### src/rtl/shift_sequencer_if.sv
// ---------------------------------------------------------------------------
// shift_sequencer_if
// Bundles the request port, the shifter drive/return path and the response
// port of shift_sequencer.
//   master modport : request producer / response consumer / shifter owner
//   slave  modport : the sequencer itself
// Signals:
//   req_valid/req_ready/req_data/req_amt   request handshake
//   sh_in/sh_ctrl/sh_out                   barrel-shifter data, amount, result
//   rsp_valid/rsp_ready/rsp_data/rsp_passes response handshake
//   busy                                   sequencer occupied
// ---------------------------------------------------------------------------
interface shift_sequencer_if #(
    parameter int AMT_W  = 5,
    parameter int PCNT_W = 4
);
    logic              req_valid;
    logic              req_ready;
    logic [7:0]        req_data;
    logic [AMT_W-1:0]  req_amt;
    logic [7:0]        sh_in;
    logic [2:0]        sh_ctrl;
    logic [7:0]        sh_out;
    logic              rsp_valid;
    logic              rsp_ready;
    logic [7:0]        rsp_data;
    logic [PCNT_W-1:0] rsp_passes;
    logic              busy;

    modport master (
        output req_valid, req_data, req_amt, sh_out, rsp_ready,
        input  req_ready, sh_in, sh_ctrl, rsp_valid, rsp_data, rsp_passes, busy
    );

    modport slave (
        input  req_valid, req_data, req_amt, sh_out, rsp_ready,
        output req_ready, sh_in, sh_ctrl, rsp_valid, rsp_data, rsp_passes, busy
    );
endinterface

### src/rtl/shift_sequencer.sv
// ---------------------------------------------------------------------------
// shift_sequencer
// Multi-pass controller for an external 8-bit logical-right barrel shifter
// that moves at most 7 positions per pass. A byte and a total amount are
// accepted on the request port; the byte is looped through the shifter,
// 7 positions at a time, until the full amount is applied, then the result
// and the number of passes used are offered on the response port.
//
// Ports:
//   clk  - clock, rising-edge
//   rst  - synchronous active-high reset
//   bus  - shift_sequencer_if.slave (request, shifter path, response, busy)
//
// Optional build macro:
//   SHIFT_SEQ_EARLY_ZERO_EN - any remaining amount >= 8 flushes the byte to
//   zero in a single pass instead of iterating.
// ---------------------------------------------------------------------------
module shift_sequencer #(
    parameter int AMT_W  = 5,
    parameter int PCNT_W = 4
) (
    input  logic             clk,
    input  logic             rst,
    shift_sequencer_if.slave bus
);
    typedef enum logic [1:0] {
        IDLE  = 2'd0,
        SHIFT = 2'd1,
        DONE  = 2'd2
    } state_t;

    state_t            state_reg,  state_next;
    logic [7:0]        data_reg,   data_next;
    logic [AMT_W-1:0]  rem_reg,    rem_next;
    logic [PCNT_W-1:0] pcnt_reg,   pcnt_next;

    logic [2:0]        step;
    logic [AMT_W-1:0]  rem_after;
    logic [PCNT_W-1:0] pcnt_inc;

    // Amount applied this pass never exceeds what is left, so rem cannot wrap.
    always_comb begin
        step      = (rem_reg >= AMT_W'(7)) ? 3'd7 : rem_reg[2:0];
        rem_after = rem_reg - AMT_W'(step);
        pcnt_inc  = (pcnt_reg == '1) ? pcnt_reg : pcnt_reg + PCNT_W'(1);
    end

    always_ff @(posedge clk) begin
        if (rst) begin
            state_reg <= IDLE;
            data_reg  <= '0;
            rem_reg   <= '0;
            pcnt_reg  <= '0;
        end else begin
            state_reg <= state_next;
            data_reg  <= data_next;
            rem_reg   <= rem_next;
            pcnt_reg  <= pcnt_next;
        end
    end

    always_comb begin
        state_next = state_reg;
        data_next  = data_reg;
        rem_next   = rem_reg;
        pcnt_next  = pcnt_reg;

        unique case (state_reg)
            IDLE: begin
                if (bus.req_valid) begin
                    data_next  = bus.req_data;
                    rem_next   = bus.req_amt;
                    pcnt_next  = '0;
                    state_next = SHIFT;
                end
            end
            SHIFT: begin
                // A zero amount still makes one identity pass.
                data_next = bus.sh_out;
                rem_next  = rem_after;
                pcnt_next = pcnt_inc;
                if (rem_after == '0) begin
                    state_next = DONE;
                end
`ifdef SHIFT_SEQ_EARLY_ZERO_EN
                // Eight or more positions always empty a byte: finish now.
                if ({1'b0, rem_reg} >= (AMT_W + 1)'(8)) begin
                    data_next  = '0;
                    rem_next   = '0;
                    state_next = DONE;
                end
`endif
            end
            DONE: begin
                if (bus.rsp_ready) begin
                    state_next = IDLE;
                end
            end
            default: state_next = IDLE;
        endcase
    end

    always_comb begin
        bus.req_ready  = (state_reg == IDLE);
        bus.busy       = (state_reg != IDLE);
        bus.sh_in      = data_reg;
        bus.sh_ctrl    = (state_reg == SHIFT) ? step : 3'd0;
        bus.rsp_valid  = (state_reg == DONE);
        bus.rsp_data   = (state_reg == DONE) ? data_reg : 8'd0;
        bus.rsp_passes = (state_reg == DONE) ? pcnt_reg : '0;
    end
endmodule

### src/flat_wrapper.sv
// flat-port wrapper written by rule: the top's interface ports become plain ports
module shift_sequencer_flat 
#(
    parameter int AMT_W  = 5,
    parameter int PCNT_W = 4
)
  (clk, rst, bus_req_valid, bus_req_data, bus_req_amt, bus_sh_out, bus_rsp_ready, bus_req_ready, bus_sh_in, bus_sh_ctrl, bus_rsp_valid, bus_rsp_data, bus_rsp_passes, bus_busy);
  shift_sequencer_if #(.AMT_W(AMT_W), .PCNT_W(PCNT_W)) bus_i ();
  input  logic clk;
  input  logic rst;
  input wire logic [$bits(bus_i.req_valid)-1:0] bus_req_valid;
  input wire logic [$bits(bus_i.req_data)-1:0] bus_req_data;
  input wire logic [$bits(bus_i.req_amt)-1:0] bus_req_amt;
  input wire logic [$bits(bus_i.sh_out)-1:0] bus_sh_out;
  input wire logic [$bits(bus_i.rsp_ready)-1:0] bus_rsp_ready;
  output wire logic [$bits(bus_i.req_ready)-1:0] bus_req_ready;
  output wire logic [$bits(bus_i.sh_in)-1:0] bus_sh_in;
  output wire logic [$bits(bus_i.sh_ctrl)-1:0] bus_sh_ctrl;
  output wire logic [$bits(bus_i.rsp_valid)-1:0] bus_rsp_valid;
  output wire logic [$bits(bus_i.rsp_data)-1:0] bus_rsp_data;
  output wire logic [$bits(bus_i.rsp_passes)-1:0] bus_rsp_passes;
  output wire logic [$bits(bus_i.busy)-1:0] bus_busy;
  assign bus_i.req_valid = bus_req_valid;
  assign bus_i.req_data = bus_req_data;
  assign bus_i.req_amt = bus_req_amt;
  assign bus_i.sh_out = bus_sh_out;
  assign bus_i.rsp_ready = bus_rsp_ready;
  assign bus_req_ready = bus_i.req_ready;
  assign bus_sh_in = bus_i.sh_in;
  assign bus_sh_ctrl = bus_i.sh_ctrl;
  assign bus_rsp_valid = bus_i.rsp_valid;
  assign bus_rsp_data = bus_i.rsp_data;
  assign bus_rsp_passes = bus_i.rsp_passes;
  assign bus_busy = bus_i.busy;
  shift_sequencer #(.AMT_W(AMT_W), .PCNT_W(PCNT_W)) u_core (.clk(clk), .rst(rst), .bus(bus_i));
endmodule
### config.mk
export PLATFORM = sky130hd
export DESIGN_NAME = shift_sequencer_flat
export DESIGN_NICKNAME = d
export VERILOG_FILES = /design/src/rtl/shift_sequencer_if.sv /design/src/rtl/shift_sequencer.sv /design/src/flat_wrapper.sv
export SDC_FILE = /design/constraint.sdc
export NUM_CORES = 1
export LEC_CHECK = 0
export CORE_ASPECT_RATIO = 1.5
export CORE_MARGIN = 2
export CORE_UTILIZATION = 46
export CTS_BUF_LIST = sky130_fd_sc_hd__clkbuf_4 sky130_fd_sc_hd__clkbuf_8
export DETAILED_ROUTE_END_ITERATION = 12
export HOLD_SLACK_MARGIN = 0.08
export MAX_ROUTING_LAYER = met4
export PLACE_DENSITY = 0.86
export SYNTH_ARGS = -nofsm -noshare
export SYNTH_HDL_FRONTEND = slang
export SYNTH_SLANG_ARGS = --single-unit
### constraint.sdc
create_clock -name clk -period 4.95 [get_ports clk]
set_input_delay 1.485 -clock clk [delete_from_list [all_inputs] [get_ports clk]]
set_output_delay 1.485 -clock clk [all_outputs]
set_load 0.02 [all_outputs]
==> results of run 1 <==
kinds of logic after synthesis:
| kind of cell | Yosys count | share of synthesized area [%] |
|---|---|---|
| xor+xnor | 1 | 0.7512 |
| mux | 1 | 0.8584 |
| fa+ha+maj | 2 | 2.146 |
| flops | 19 | 32.62 |
| buf+inv | 14 | 5.578 |
| simple gates | 77 | 37.34 |
| compound gates | 32 | 20.71 |
layout by cell type (no fill, tap or decap), drive strengths merged, types with 2 or more instances in the layout:
cell | netlist | routed
o22ai | 2 | 2
clkbuf | 4 | 3
o21ai | 2 | 2
a2111oi | 2 | 2
nor2b | 4 | 4
nor3 | 8 | 8
a21oi | 8 | 8
nand2b | 6 | 6
o21bai | 3 | 3
inv | 4 | 4
ha | 2 | 2
and2 | 12 | 12
nor2 | 16 | 16
a311oi | 4 | 4
nand3 | 4 | 4
or2 | 3 | 3
nor3b | 2 | 2
or3b | 6 | 6
a211oi | 4 | 4
nand2 | 11 | 11
o31ai | 2 | 2
or3 | 2 | 2
clkdlybuf4s50 | 0 | 50
dfxtp | 19 | 19
metal layers:
layer  global-route usage [%]  up-vias  routed length (um)
li1                         -      604                   -
met1                    25.81      552                1288
met2                    38.93       36                1555
met3                    1.648        6                 146
met4                    6.985        0                  46
met5                        -        -                   0
report_power, final:
group / switching [W] / internal (W)
logic: 0.0000972 / 0.000100
clock network: 0.0000531 / 0.0000302
registers: 0.0000306 / 0.000174
cell type report:
cell class | instances | area [um2]
clock buffers | 3 | 22.52
multi-input cells | 113 | 720.7
well taps | 24 | 30.03
repair buffers | 50 | 500.5
fillers | 212 | 748.2
flip-flops and latches | 19 | 380.4
clock inverters | 1 | 5.005
inverters | 4 | 15.01
metrics by stage:
stage | worst slack (ns) | hold slack [ns] | util, % | total power [W] | cell area, um2
after CTS | 1.045 | 0.5230 | 69.11 | 0.0004876 | 1674
after global routing | 0.8407 | 0.5492 | 69.11 | 0.0005159 | 1674
after global placement | 1.491 | 0.4923 | 67.98 | 0.0003991 | 1647
after detailed placement | 1.390 | 0.5040 | 67.98 | 0.0004057 | 1647
after floorplan | 2.067 | 0.4750 | - | 0.0003291 | 1166
final | 1.033 | 0.5169 | 69.11 | 0.0004858 | 1674
final timing paths:
check                            from                  end  slack, ns  cells past startpoint
setup reg to reg    u_core.rem_reg[3]    u_core.rem_reg[4]       2.98                      6
hold / removal    u_core.bus.sh_in[4]  u_core.bus.sh_in[4]       0.52                      2
setup / recovery  u_core.state_reg[1]      bus_rsp_data[5]       1.03                      3
hold reg to reg   u_core.bus.sh_in[4]  u_core.bus.sh_in[4]       0.52                      2
worst register-to-register path, stage by stage (launching register included):
cell,delay (ns)
dfxtp_1,0.55
nor2_1,0.11
or2_2,0.29
ha_1,0.26
nor3b_2,0.18
o21bai_1,0.08
a2111oi_0,0.40
==> out/results.ini, run 1 <==
[status]
status=finished clean

[clocking]
insertion_delay_ns=0.31
cts_tree=yes
cts_max_level=1
path_clk_slew_ns=0.11
clockBufferDepth=2
clock-sinks=19
numCtsBuffers=3
root_buffer=clkbuf_4
cts-resized-gates=0
cts_hold_buf=0
post_cts.repair.setup_buffers=0

[timing]
max_freq_ghz=0.2553
finalSetupViolations=0
worstMarginPinSlew_ns=0.7954
maxSlewViolCount=0
period_share_pct=79.13
slew_headroom_pct=46.86
tns_ns=0
period_needed_ns=3.917
rsz0062_at_grt=false
hold_violations=0
skew_ns=0.009013

[die]
die_h_um=65.67
die_width_um=45.11
rows=22
initial_core_util_pct=48.14
core-area_um2=2422
ios=51
die_area_um2=2962

[yosys]
synth_seq_area_share_pct=32.62
synth_edf_count=0
netlist_instances=146
synth.most_common_cell=dfxtp_1
synth_area_um2=1166
yosysTopAreaCellShare_pct=32.62
yosys_most_used_dff=dfxtp_1
ys_async_sr_fraction_pct=0
yosysWarnings=0
ys_top_cells_by_area=dfxtp_1 33%, and2_1 6.4%, nor2_1 5.2%
ys_seq_elements=19
synth_fp_nets=173
synth.distinct_cells=38
synth_area_per_cell_um2=7.987
synth_area_leader_cell=dfxtp_1
synth_common_cells=19 x dfxtp_1, 16 x nor2_1, 12 x and2_1, 11 x nand2_1

[layout]
largest_register_ffs=8
n_antenna_cell=0
syn_to_final_growth_pct=43.56
drive_gt1_share_pct=8.947
fin_nets=218
fin_cells=214

[critical_path]
crit_path_max_incr_delay_ns=0.70
required_ns=3.46
crit_slowest_cell=nor2b_1
path_class=flip-flop to primary output
cp_max_fo=14
cp_data_arrival_time_ns=2.43
cp-start-kind=flip-flop
critPathBufInv=1
worstSetupEndpointType=primary output
path_cells=nor2b_1 > and2_1 > clkdlybuf4s50_1
path_delay_family=simple AND/OR/NAND/NOR gates

[grt]
grt_pass1_vias=1164
grt_antenna_before_repair=0
overflow=0
grt_use_total_pct=22.13
grt_max_degree=23
grt_pass1_wl_mm=4.954

[place]
place_congestion=0.7299
hpwl_mm=2.247
portBuffers=50
dp_cells=210

[drt]
wl_mm=3.036
routed-via-count=1198
avgRoutedWirePerCell_um=14.19
ant_nets=0
vias_per_cell=5.598
drtIter0Drc=22
drt_pass1_iterations=4
drcViolationCount=0

[worst_hold_path]
hold_class=flip-flop to flip-flop

[pwr]
vdd_ir_drop_max_mv=0.1911
p_per_area_nw_per_um2=290.2
power_leakage_nw=0.6188

[job]
maxCapViolCount=0

(Power assumes the default switching activity.)
==> run 2: changes to the inputs <==
--- a/config.mk
+++ b/config.mk
@@ -7,12 +7,12 @@
 export LEC_CHECK = 0
 export CORE_ASPECT_RATIO = 1.5
 export CORE_MARGIN = 2
-export CORE_UTILIZATION = 46
+export CORE_UTILIZATION = 43
 export CTS_BUF_LIST = sky130_fd_sc_hd__clkbuf_4 sky130_fd_sc_hd__clkbuf_8
 export DETAILED_ROUTE_END_ITERATION = 12
 export HOLD_SLACK_MARGIN = 0.08
 export MAX_ROUTING_LAYER = met4
-export PLACE_DENSITY = 0.86
+export PLACE_DENSITY = 0.81
 export SYNTH_ARGS = -nofsm -noshare
 export SYNTH_HDL_FRONTEND = slang
 export SYNTH_SLANG_ARGS = --single-unit
==> constraint.sdc (replaced) <==
create_clock -name clk -period 4.1 [get_ports clk]
set_input_delay 1.23 -clock clk [delete_from_list [all_inputs] [get_ports clk]]
set_output_delay 1.23 -clock clk [all_outputs]
set_load 0.02 [all_outputs]
==> run 2 against run 1 <==
  * Power grew 30%
  * Critical path depth is the same
  * Global-route usage shrank 1.2 points
  * Utilization shrank 3.2 points
  * Hold slack lost 0.0021 ns
  * Sequential power grew 16%
  * Clock power grew 67%
  * Largest cell class unchanged
  * Via count shrank 0.58%
  * Highest routed layer unchanged
  * Flip-flop and latch count is the same
==> out/results.ini, run 2 (synthesis results as in run 1) <==
[die]
die_width_um=46.52  ; +3.1%
core-area_um2=2619  ; +8.1%
die_h_um=67.78  ; +3.2%
die_area_um2=3153  ; +6.4%
rows=23  ; +4.5%
initial_core_util_pct=44.53  ; -3.6 points
ios=51  ; unchanged

[job]
maxCapViolCount=0  ; unchanged

[timing]
finalSetupViolations=0  ; unchanged
slew_headroom_pct=47.78  ; +0.92 points
max_freq_ghz=0.3084
hold_violations=0  ; unchanged
period_share_pct=79.08
skew_ns=0.0005712  ; -0.008442 ns
maxSlewViolCount=0  ; unchanged
tns_ns=0  ; unchanged
setup_slack_ns=0.8579  ; -0.1753 ns
rsz0062_at_grt=false
worstMarginPinSlew_ns=0.7808  ; -0.01458 ns
period_needed_ns=3.242

[worst_hold_path]
hold_class=flip-flop to flip-flop

[layout]
stdcell_area_um2=1727  ; +3.1%
fillCellCount=221  ; +4.2%
layout_commonest_cell=clkdlybuf4s50_1
syn_to_final_growth_pct=48.07
n_antenna_cell=0  ; unchanged
final_cell_mix=50 x clkdlybuf4s50_1, 19 x dfxtp_1, 16 x nor2_1
drive_gt1_share_pct=9.896  ; +0.95 points
fin_nets=220  ; +0.92%
fin_cells=229  ; +7.0%
largest_register_ffs=8  ; unchanged

[grt]
grt_antenna_before_repair=0  ; unchanged
grt_pass1_wl_mm=4.788  ; -3.4%
grt_use_total_pct=20.90  ; -1.2 points
grt_max_degree=22  ; -4.3%
grt_pass1_vias=1107  ; -4.9%
overflow=0  ; unchanged

[clocking]
cts_max_level=1  ; unchanged
clockBufferDepth=2  ; unchanged
cts-resized-gates=0  ; unchanged
path_clk_slew_ns=0.07  ; -0.04 ns
cts_hold_buf=0  ; unchanged
clock-sinks=19  ; unchanged
insertion_delay_ns=0.25  ; -0.06 ns
numCtsBuffers=3  ; unchanged
root_buffer=clkbuf_8
post_cts.repair.setup_buffers=0  ; unchanged
cts_tree=yes

[pwr]
total_power_w=0.0006301  ; +30%
p_per_area_nw_per_um2=364.9  ; +26%
power_leakage_nw=0.6378  ; +3.1%
vdd_ir_drop_max_mv=0.3390  ; +77%

[place]
placed_area_um2=1678  ; +1.9%
dp_slack_ns=1.121  ; -0.2693 ns
place_congestion=0.7717  ; +5.7%
dp_cells=225  ; +7.1%
portBuffers=50  ; unchanged
hpwl_mm=2.345  ; +4.4%

[critical_path]
path_class=flip-flop to primary output
cp_max_fo=14  ; unchanged
required_ns=2.87  ; -0.59 ns
cp-start-kind=flip-flop
cp_data_arrival_time_ns=2.01  ; -0.42 ns
worstSetupEndpointType=primary output

[drt]
vias_per_cell=5.201  ; -7.1%
drtIter0Drc=29  ; +32%
wl_mm=3.114  ; +2.6%
ant_nets=0  ; unchanged
avgRoutedWirePerCell_um=13.60  ; -4.1%
routed-via-count=1191  ; -0.58%
drcViolationCount=0  ; unchanged
drt_pass1_iterations=4  ; unchanged

[status]
status=finished clean

run 2: routing by layer:
layer  track usage (%)  up-vias  part of all wire [%]
li1                  -      607                     -
met1             22.53      557                    40
met2             37.50       25                    56
met3             2.941        2                   3.0
met4             7.143        0                  0.61
met5                 -        -                     0
run 2: through the flow:
step | hold slack, ns | utilization [%]
final | 0.5148 | 65.93
after global routing | 0.5432 | 65.93
after CTS | 0.5218 | 65.93
after detailed placement | 0.5114 | 64.07
after global placement | 0.4912 | 64.07
after floorplan | 0.4750 | -
run 2: critical path, stage by stage (launching register included):
cell             delay [ns]
dfxtp_1                0.32
nor2b_1                0.61
and2_1                 0.23
clkdlybuf4s50_1        0.60
run 2: final timing paths:
kind,startpoint,end,slack (ns),depth (start not counted)
setup / recovery,u_core.state_reg[1],bus_rsp_passes[2],0.86,3
hold reg to reg,u_core.bus.sh_in[4],u_core.bus.sh_in[4],0.51,2
hold / removal,u_core.bus.sh_in[4],u_core.bus.sh_in[4],0.51,2
setup reg to reg,u_core.rem_reg[3],u_core.rem_reg[4],2.15,6
run 2: cell type report:
| class | instances | area (um2) | area share, % |
|---|---|---|---|
| multi-input combinational | 113 | 720.7 | 41.74 |
| timing repair buffer | 52 | 515.5 | 29.85 |
| sequential | 19 | 380.4 | 22.03 |
| clock buffer | 4 | 48.80 | 2.826 |
| tap | 37 | 46.29 | 2.681 |
| inverter | 4 | 15.01 | 0.8696 |
run 2: power breakdown:
group	total (W)	internal, W	switching [W]
Clock	0.000139	0.0000757	0.0000635
Combinational	0.000254	0.000125	0.000129
Sequential	0.000237	0.000210	0.0000270
Total	0.000630	0.000411	0.000220
==> run 3: changes to the inputs <==
==> constraint.sdc (replaced) <==
create_clock -name clk -period 3.36 [get_ports clk]
set_input_delay 1.008 -clock clk [delete_from_list [all_inputs] [get_ports clk]]
set_output_delay 1.008 -clock clk [all_outputs]
set_load 0.02 [all_outputs]
==> run 3 against run 2 <==
  * Via count rose by 2.5%
  * Critical path type unchanged
  * First-iteration DRC count stayed put
  * Critical endpoint is now bus_rsp_data[3]
  * Clock-buffer cell count did not move
  * Non-clock buffer count is 1 higher
  * Sequential share of layout area is 0.095 points lower
==> out/results.ini, run 3 (synthesis results as in run 1) <==
[grt]
grt_pass1_vias=1207  ; +9.0%
use_met1_pct=23.13  ; +0.60 points
grt_max_degree=21  ; -4.5%
grt_pass1_wl_mm=5.188  ; +8.4%
top_usage_layer=met2
overflow=0  ; unchanged
use_met3_pct=3.209  ; +0.27 points
grt_use_total_pct=23.32  ; +2.4 points
met2_usage_pct=43.23  ; +5.7 points
grt_antenna_before_repair=0  ; unchanged

[clocking]
clockBufferDepth=2  ; unchanged
cts-resized-gates=0  ; unchanged
root_buffer=clkbuf_8
insertion_delay_ns=0.26  ; about the same
cts_hold_buf=0  ; unchanged
numCtsBuffers=3  ; unchanged
post_cts.repair.setup_buffers=0  ; unchanged
cts_tree=yes
cts_max_level=1  ; unchanged
clock-sinks=19  ; unchanged
path_clk_slew_ns=0.07  ; about the same

[critical_path]
crit_path_max_incr_delay_ns=0.61  ; about the same
crit_slowest_cell=clkdlybuf4s50_1
critPathBufInv=2  ; +1
cp_data_arrival_time_ns=1.92  ; -0.09 ns
required_ns=2.35  ; -0.52 ns
cp_max_fo=9  ; -5
path_class=flip-flop to primary output
path_delay_family=buffers and inverters
reg2regPathDepth=6  ; unchanged
worstSetupEndpointType=primary output
path_cells=nor2b_1 > buf_4 > and2_1 > clkdlybuf4s50_1
cp.depth=4  ; +1
cp-start-kind=flip-flop

[die]
core-area_um2=2619  ; unchanged
rows=23  ; unchanged
die_area_um2=3153  ; unchanged
die_h_um=67.78  ; unchanged
initial_core_util_pct=44.53  ; unchanged
ios=51  ; unchanged
die_width_um=46.52  ; unchanged

[layout]
fin_nets=221  ; +0.45%
stdcell_area_um2=1734  ; +0.43%
syn_to_final_growth_pct=48.71
fin_cells=230  ; +0.44%
layout_commonest_cell=clkdlybuf4s50_1
largest_register_ffs=8  ; unchanged
drive_gt1_share_pct=10.36  ; +0.47 points
final_cell_mix=50 x clkdlybuf4s50_1, 19 x dfxtp_1, 16 x nor2_1
n_antenna_cell=0  ; unchanged

[pwr]
p_int_w=0.0005033  ; +23%
combPwrFrac_pct=40.5  ; +0.2 points
power_leakage_nw=0.6432  ; +0.85%
p_per_area_nw_per_um2=448.0  ; +23%
total_power_w=0.0007769  ; +23%
p_seq_share_pct=37.6  ; about the same
power.switching_w=0.0002737  ; +25%
netSwitchingFraction_pct=35.22  ; +0.38 points
vdd_ir_drop_max_mv=0.3845  ; +13%
power_frac_clock_pct=21.9  ; -0.2 points

[worst_hold_path]
hold_class=flip-flop to flip-flop
hold_path_depth=2  ; unchanged

[timing]
tns_ns=0  ; unchanged
slew_headroom_pct=48.10  ; +0.32 points
hold_violations=0  ; unchanged
period_needed_ns=2.927
worstMarginPinSlew_ns=0.7761  ; -0.004720 ns
skew_ns=0.002012  ; +0.001440 ns
maxSlewViolCount=0  ; unchanged
finalSetupViolations=0  ; unchanged
period_share_pct=87.11
rsz0062_at_grt=false
max_freq_ghz=0.3417

[drt]
drtIter0Drc=29  ; unchanged
avgRoutedWirePerCell_um=14.18  ; +4.3%
wl_mm=3.262  ; +4.8%
drt_pass1_iterations=4  ; unchanged
drcViolationCount=0  ; unchanged
routed-via-count=1221  ; +2.5%
vias_per_cell=5.309  ; +2.1%
ant_nets=0  ; unchanged

[job]
maxCapViolCount=0  ; unchanged

[status]
status=finished clean

[place]
placed_area_um2=1685  ; +0.45%
portBuffers=50  ; unchanged
place_congestion=0.7818  ; +1.3%
hpwl_mm=2.443  ; +4.2%
dp_cells=226  ; +0.44%

## run 3: cell types whose count changed in the layout (fill, tap and decap cells not counted), sizes merged
cell | previous run | this run
buf | 2 | 3
## run 3: per-layer routing
metal / share of wire [%] / vias up / routed length [um]
met4: 1.7 / 0 / 57
met2: 57 / 26 / 1875
met3: 3.6 / 5 / 119
met1: 37 / 583 / 1210
li1: - / 607 / -
met5: 0 / - / 0
## run 3: power by group through the flow
stage          registers, W  clock network (W)  logic (W)
2_1_floorplan      0.000303                  0   0.000182
3_3_place_gp       0.000293                  0   0.000303
3_5_place_dp       0.000296                  0   0.000314
4_1_cts            0.000291           0.000172   0.000316
5_1_grt            0.000297           0.000181   0.000344
6_report           0.000292           0.000170   0.000315
## run 3: worst paths after layout
path | endpoint | startpoint | slack (ns)
worst max-delay path | bus_rsp_data[3] | u_core.state_reg[0] | 0.43
worst min-delay path | u_core.bus.sh_in[2] | u_core.bus.sh_in[2] | 0.51
worst max register to register | u_core.rem_reg[4] | u_core.rem_reg[3] | 1.43
worst min register to register | u_core.bus.sh_in[2] | u_core.bus.sh_in[2] | 0.51
## run 3: cell type report
cell class | count | area [um2]
inverter | 4 | 15.01
tap | 37 | 46.29
clock buffer | 4 | 48.80
multi-input combinational | 113 | 720.7
sequential | 19 | 380.4
fill | 222 | 884.6
timing repair buffer | 53 | 523.0
## run 3: worst register-to-register path, stage by stage, from the launching register on
cell and delay (ns):
dfxtp_1 0.53, nor2_1 0.12, or2_2 0.29, ha_1 0.27, nor3b_2 0.17, o21bai_1 0.07
a2111oi_0 0.36
## run 3: stage by stage
| step | utilization, % | setup slack, ns | hold WS, ns |
|---|---|---|---|
| finish | 66.22 | 0.4330 | 0.5147 |
| global route | 66.22 | 0.3257 | 0.5505 |
| CTS | 66.22 | 0.4105 | 0.5133 |
| detailed placement | 64.36 | 0.7123 | 0.5001 |
| global placement | 64.36 | 0.7643 | 0.4950 |
| floorplan | - | 0.9545 | 0.4750 |
